## config.mk

```make
export PLATFORM = sky130hd
export DESIGN_NAME = ram_word_arbiter
export DESIGN_NICKNAME = d
export VERILOG_FILES = /design/src/rtl/ram_word_arbiter_pkg.sv /design/src/rtl/ram_arb_select.sv /design/src/rtl/ram_word_arbiter.sv
export SDC_FILE = /design/constraint.sdc
export NUM_CORES = 1
export LEC_CHECK = 0
export CORE_ASPECT_RATIO = 0.9
export CORE_MARGIN = 4
export CORE_UTILIZATION = 30
export CTS_CLUSTER_DIAMETER = 80
export DETAILED_ROUTE_END_ITERATION = 7
export PLACE_DENSITY_LB_ADDON = 0.12
export SYNTH_ARGS = -nofsm -noshare
export SYNTH_HDL_FRONTEND = slang
export SYNTH_SLANG_ARGS = --single-unit
```

## constraint.sdc

```tcl
create_clock -name clk -period 7.2 [get_ports clk]
set_input_delay 1.8 -clock clk [delete_from_list [all_inputs] [get_ports clk]]
set_output_delay 1.8 -clock clk [all_outputs]
set_load 0.005 [all_outputs]
```

## src/rtl/ram_word_arbiter_pkg.sv

```systemverilog
// Shared constants for the two-port word arbiter: FSM encodings, port ids, half selects.
// Used by ram_word_arbiter and ram_arb_select (both honour RAM_ARB_RR_EN).
package ram_word_arbiter_pkg;

  typedef logic [1:0] arb_state_t;

  localparam arb_state_t ST_IDLE = 2'd0;
  localparam arb_state_t ST_LO   = 2'd1;
  localparam arb_state_t ST_HI   = 2'd2;
  localparam arb_state_t ST_DONE = 2'd3;

  localparam logic PORT_A = 1'b0;
  localparam logic PORT_B = 1'b1;

  localparam logic HALF_LO = 1'b0;
  localparam logic HALF_HI = 1'b1;

endpackage

```

## src/rtl/ram_arb_select.sv

```systemverilog
// Eligibility masking and grant decision for the two requesters.
// RAM_ARB_RR_EN selects round-robin tie-break; otherwise A always wins a tie.
module ram_arb_select
  import ram_word_arbiter_pkg::*;
(
  input  logic a_req,
  input  logic a_ack,
  input  logic b_req,
  input  logic b_ack,
`ifdef RAM_ARB_RR_EN
  input  logic last_grant,
  output logic tie,
`endif
  output logic grant,
  output logic grant_port
);

  logic a_elig;
  logic b_elig;

  // A port whose ack is high this cycle is still holding the old request.
  assign a_elig = a_req & ~a_ack;
  assign b_elig = b_req & ~b_ack;
  assign grant  = a_elig | b_elig;

`ifdef RAM_ARB_RR_EN
  assign tie = a_elig & b_elig;
`endif

  always_comb begin
    grant_port = PORT_A;
    if (a_elig && b_elig) begin
`ifdef RAM_ARB_RR_EN
      grant_port = (last_grant == PORT_A) ? PORT_B : PORT_A;
`else
      grant_port = PORT_A;
`endif
    end else if (b_elig) begin
      grant_port = PORT_B;
    end
  end

endmodule

```

## src/rtl/ram_word_arbiter.sv

```systemverilog
// Two-port 32-bit word arbiter serialising each access into two 16-bit RAM cycles.
// Define RAM_ARB_RR_EN for round-robin tie-break; default build is fixed priority to A.
module ram_word_arbiter
  import ram_word_arbiter_pkg::*;
#(
  parameter int ADDR_W = 8
)
(
  input  logic              clk,
  input  logic              rst,
  input  logic              a_req,
  input  logic              a_we,
  input  logic [ADDR_W-2:0] a_addr,
  input  logic [31:0]       a_wdata,
  output logic              a_ack,
  output logic [31:0]       a_rdata,
  input  logic              b_req,
  input  logic              b_we,
  input  logic [ADDR_W-2:0] b_addr,
  input  logic [31:0]       b_wdata,
  output logic              b_ack,
  output logic [31:0]       b_rdata,
  output logic [ADDR_W-1:0] ram_raddr,
  output logic [ADDR_W-1:0] ram_waddr,
  output logic [15:0]       ram_wdata,
  output logic              ram_write,
  input  logic [15:0]       ram_rdata
);

  // state | meaning
  // IDLE  | waiting for an eligible request
  // LO    | low halfword on the RAM bus
  // HI    | high halfword on the RAM bus, low read data captured
  // DONE  | high read data arrives, result and ack registered
  arb_state_t        state;
  logic              sel_port;
  logic              we_q;
  logic [ADDR_W-2:0] addr_q;
  logic [15:0]       wdata_hi_q;
  logic [15:0]       lo_q;

  logic              grant;
  logic              grant_port;
  logic              g_we;
  logic [ADDR_W-2:0] g_addr;
  logic [31:0]       g_wdata;

`ifdef RAM_ARB_RR_EN
  logic last_grant;
  logic tie;
`endif

  ram_arb_select u_select (
    .a_req      (a_req),
    .a_ack      (a_ack),
    .b_req      (b_req),
    .b_ack      (b_ack),
`ifdef RAM_ARB_RR_EN
    .last_grant (last_grant),
    .tie        (tie),
`endif
    .grant      (grant),
    .grant_port (grant_port)
  );

  always_comb begin
    g_we    = a_we;
    g_addr  = a_addr;
    g_wdata = a_wdata;
    if (grant_port == PORT_B) begin
      g_we    = b_we;
      g_addr  = b_addr;
      g_wdata = b_wdata;
    end
  end

`ifdef RAM_ARB_RR_EN
  // Remembers only contested wins, so back-to-back ties alternate.
  always_ff @(posedge clk or posedge rst) begin
    if (rst) begin
      last_grant <= PORT_B;
    end else if (state == ST_IDLE && tie) begin
      last_grant <= grant_port;
    end
  end
`endif

  always_ff @(posedge clk or posedge rst) begin
    if (rst) begin
      state      <= ST_IDLE;
      sel_port   <= PORT_A;
      we_q       <= 1'b0;
      addr_q     <= '0;
      wdata_hi_q <= '0;
      lo_q       <= '0;
      a_ack      <= 1'b0;
      b_ack      <= 1'b0;
      a_rdata    <= '0;
      b_rdata    <= '0;
      ram_raddr  <= '0;
      ram_waddr  <= '0;
      ram_wdata  <= '0;
      ram_write  <= 1'b0;
    end else begin
      a_ack <= 1'b0;
      b_ack <= 1'b0;
      case (state)
        ST_IDLE: begin
          if (grant) begin
            sel_port   <= grant_port;
            we_q       <= g_we;
            addr_q     <= g_addr;
            wdata_hi_q <= g_wdata[31:16];
            // RAM bus is registered, so the low half is launched on accept.
            ram_raddr  <= {g_addr, HALF_LO};
            ram_waddr  <= {g_addr, HALF_LO};
            ram_wdata  <= g_wdata[15:0];
            ram_write  <= g_we;
            state      <= ST_LO;
          end
        end
        ST_LO: begin
          ram_raddr <= {addr_q, HALF_HI};
          ram_waddr <= {addr_q, HALF_HI};
          ram_wdata <= wdata_hi_q;
          ram_write <= we_q;
          state     <= ST_HI;
        end
        ST_HI: begin
          lo_q      <= ram_rdata;
          ram_write <= 1'b0;
          state     <= ST_DONE;
        end
        default: begin
          if (sel_port == PORT_A) begin
            a_ack <= 1'b1;
            if (!we_q) a_rdata <= {ram_rdata, lo_q};
          end else begin
            b_ack <= 1'b1;
            if (!we_q) b_rdata <= {ram_rdata, lo_q};
          end
          state <= ST_IDLE;
        end
      endcase
    end
  end

endmodule
```

==> flow_summary.toml <==
[setup_path]
critPathMaxStageDelay_ns = 0.92
slowest_stage = "nor3_4"
crit_family = "simple AND/OR/NAND/NOR gates"
cp_num_buf_inv = 1
critPathRequiredTime_ns = 7.54
crit_type = "in2reg"
cp_max_fo = 22
worstSetupStartpointType = "primary input"
worst_ep_arrival_time_ns = 3.74
path_cells = "clkdlybuf4s50_1 -> nand2b_1 -> nor3_4 -> a22o_1 -> a221o_1"
crit_path_end_kind = "flip-flop"

[synthesis]
synth_area_um2 = 5675
synth_cells = 413
synth_cell_types = 38
avgSynthCellArea_um2 = 13.74
yosysSeqAreaShare = 0.5908
synth_top_area_cell = "dfrtp_1"
synthArstFlopShare = 1.000
syn_nets = 517
yosys-top-cells-count = "dfrtp_1 (134), mux2_2 (80), o21ai_0 (30)"
synth_area_leaders = "dfrtp_1 (59%), mux2_2 (16%), mux2i_1 (4.2%)"
synth_edf_count = 0
synth_seq_cells = 134
yosysWarnings = 0
synth_top_area_frac = 0.5908
synth_most_common_cell = "dfrtp_1"
synth_ff_type = "dfrtp_1"

[floorplanning]
fp.dieW_um = 153.0
initial_utilization = 0.3074
die_y_um = 138.5
num_rows = 47
die-area_um2 = 21190
ios = 199
coreArea_um2 = 18470

[sta]
min_period_ns = 3.400
fin_ws_ns = 3.800
fmax_mhz = 294.1
post-route-period-util = 0.4723
maxSlewViolCount = 0
tns_ns = 0
finalSetupViolCount = 0
tightestPinTransition_ns = 1.112
clock-skew-final_ns = 0.01099
slew-limit-headroom = 0.2589
finalHoldViolCount = 0
rsz0062_at_grt = "no"

[pwr]
seqPwrFrac = 0.371
power.total_mw = 3.644
pwr-share-comb = 0.412
switchingPower_mw = 1.089
power.internal_mw = 2.555
irDropWorstVdd_uv = 135.8
power_leakage_nw = 3.566
power_density_nw_per_um2 = 437.2
p_clk_frac = 0.217
swShare = 0.2989

[layout]
layoutNonFillerInstCount = 854
drive_gt1_frac = 0.1970
area_growth_pct = 46.85
antenna_cells = 0
nets = 703
fin_area_um2 = 8334

[cts]
cts_resized = 0
cts_sinks = 134
path_clk_slew_ns = 0.06
clockBufferDepth = 2
h-tree-depth = 4
clk_latency_ns = 0.41
cts_tree = "done"
cts_setup_buffers = 0
ctsHoldBuffers = 0
ctsRootBufferMaster = "clkbuf_16"
cts_buffers = 17

[global_route]
grt_pass1_wl_mm = 23.85
grt_pass1_vias = 4384
antenna_found_initial = 0
grt_max_degree = 71
track_usage = 0.1415
grt_remaining_overflow = 0

[route]
via_per_inst = 4.671
dr.pass1.iters = 4
drtIter0Drc = 123
drc = 0
dr_total_vias = 3989
detail-route-antenna-nets = 0
wl_mm = 14.76
avgRoutedWirePerCell_um = 17.28

[placement]
dpl.hpwl_mm = 10.02
dpl_cell_area_um2 = 7801
gp_congestion = 0.7030
placedCellCount = 825
place_ws_ns = 3.326
numPortBuffers = 198

[min_path]
hold_class = "reg2reg"

[status]
outcome = "finished clean"

[flow_run]
cap_violations = 0
==> cell families (layout without fill, tap and decap cells) <==
logic type | after synthesis | after routing | share of synthesized area
compound gates | 84 | 84 | 0.1146
flops | 134 | 134 | 0.5908
simple gates | 49 | 49 | 0.04387
buf+inv | 38 | 234 | 0.04078
fa+ha+maj | 4 | 4 | 0.008819
mux | 104 | 104 | 0.2011
==> path summary, 6_finish.rpt <==
path | slack (ns) | cells after the start | endpoint | from
min in group asynchronous | 1.84 | 2 | b_rdata[3] | rst
max reg2reg | 4.53 | 6 | ram_wdata[9] | state[0]
min reg2reg | 0.48 | 2 | addr_q[0] | addr_q[0]
max in group asynchronous | 4.03 | 3 | b_rdata[1] | rst
max | 3.80 | 5 | ram_wdata[9] | b_req
min | 0.48 | 2 | addr_q[0] | addr_q[0]
==> power by group through the flow <==
| stage | Sequential [mW] | Clock, mW | Combinational [mW] |
|---|---|---|---|
| after floorplan | 1.34 | 0 | 0.781 |
| after detailed placement | 1.36 | 0 | 1.54 |
| after global placement | 1.35 | 0 | 1.51 |
| after CTS | 1.36 | 0.812 | 1.54 |
| after global routing | 1.40 | 0.846 | 1.65 |
| final | 1.35 | 0.791 | 1.50 |
==> registers in the layout (all words and copies together), names as in the netlist <==
name,cells
lo_q,16
addr_q,7
ram_waddr,8
ram_wdata,16
ram_write,1
we_q,1
b_ack,1
b_rdata,32
wdata_hi_q,16
sel_port,1
state,2
a_ack,1
a_rdata,32
==> worst min-delay path, stage by stage, from the launching register on <==
cell     delay (ns)
dfrtp_1        0.34
nand2_1        0.05
o21ai_0        0.06
==> layer usage <==
| metal | up-vias | share of wire | global-route usage |
|---|---|---|---|
| met2 | 151 | 0.46 | 0.2244 |
| met5 | - | 0 | 0 |
| met3 | 17 | 0.079 | 0.05750 |
| li1 | 1879 | - | - |
| met4 | 0 | 0.018 | 0.04970 |
| met1 | 1942 | 0.44 | 0.1755 |
==> metrics by stage <==
step                hold slack [ns]  utilization
detailed placement           0.4736       0.4225
global placement             0.4653       0.4225
floorplan                    0.4505            -
CTS                          0.4855       0.4513
global route                 0.5081       0.4513
finish                       0.4830       0.4513
==> cell type report <==
type                            instances  area, um^2
Fill cell                            1727       10130
Sequential cell                       134        3353
Multi-Input combinational cell        241        2115
Timing Repair Buffer                  201        2004
Clock buffer                           25       485.5
Tap cell                              245       306.5
Clock inverter                          4       47.55
Inverter                                4       22.52
==> cell usage in the layout, fill, tap and decap left out, drive strengths merged, types with 4 or more instances in the layout <==
cell type | synthesis | layout
a221o | 22 | 22
clkdlybuf4s50 | 0 | 198
clkbuf | 6 | 25
nand2 | 30 | 30
inv | 4 | 4
ha | 4 | 4
mux2i | 24 | 24
mux2 | 80 | 80
a22o | 20 | 20
dfrtp | 134 | 134
o21ai | 32 | 32
(Power assumes the default switching activity.)
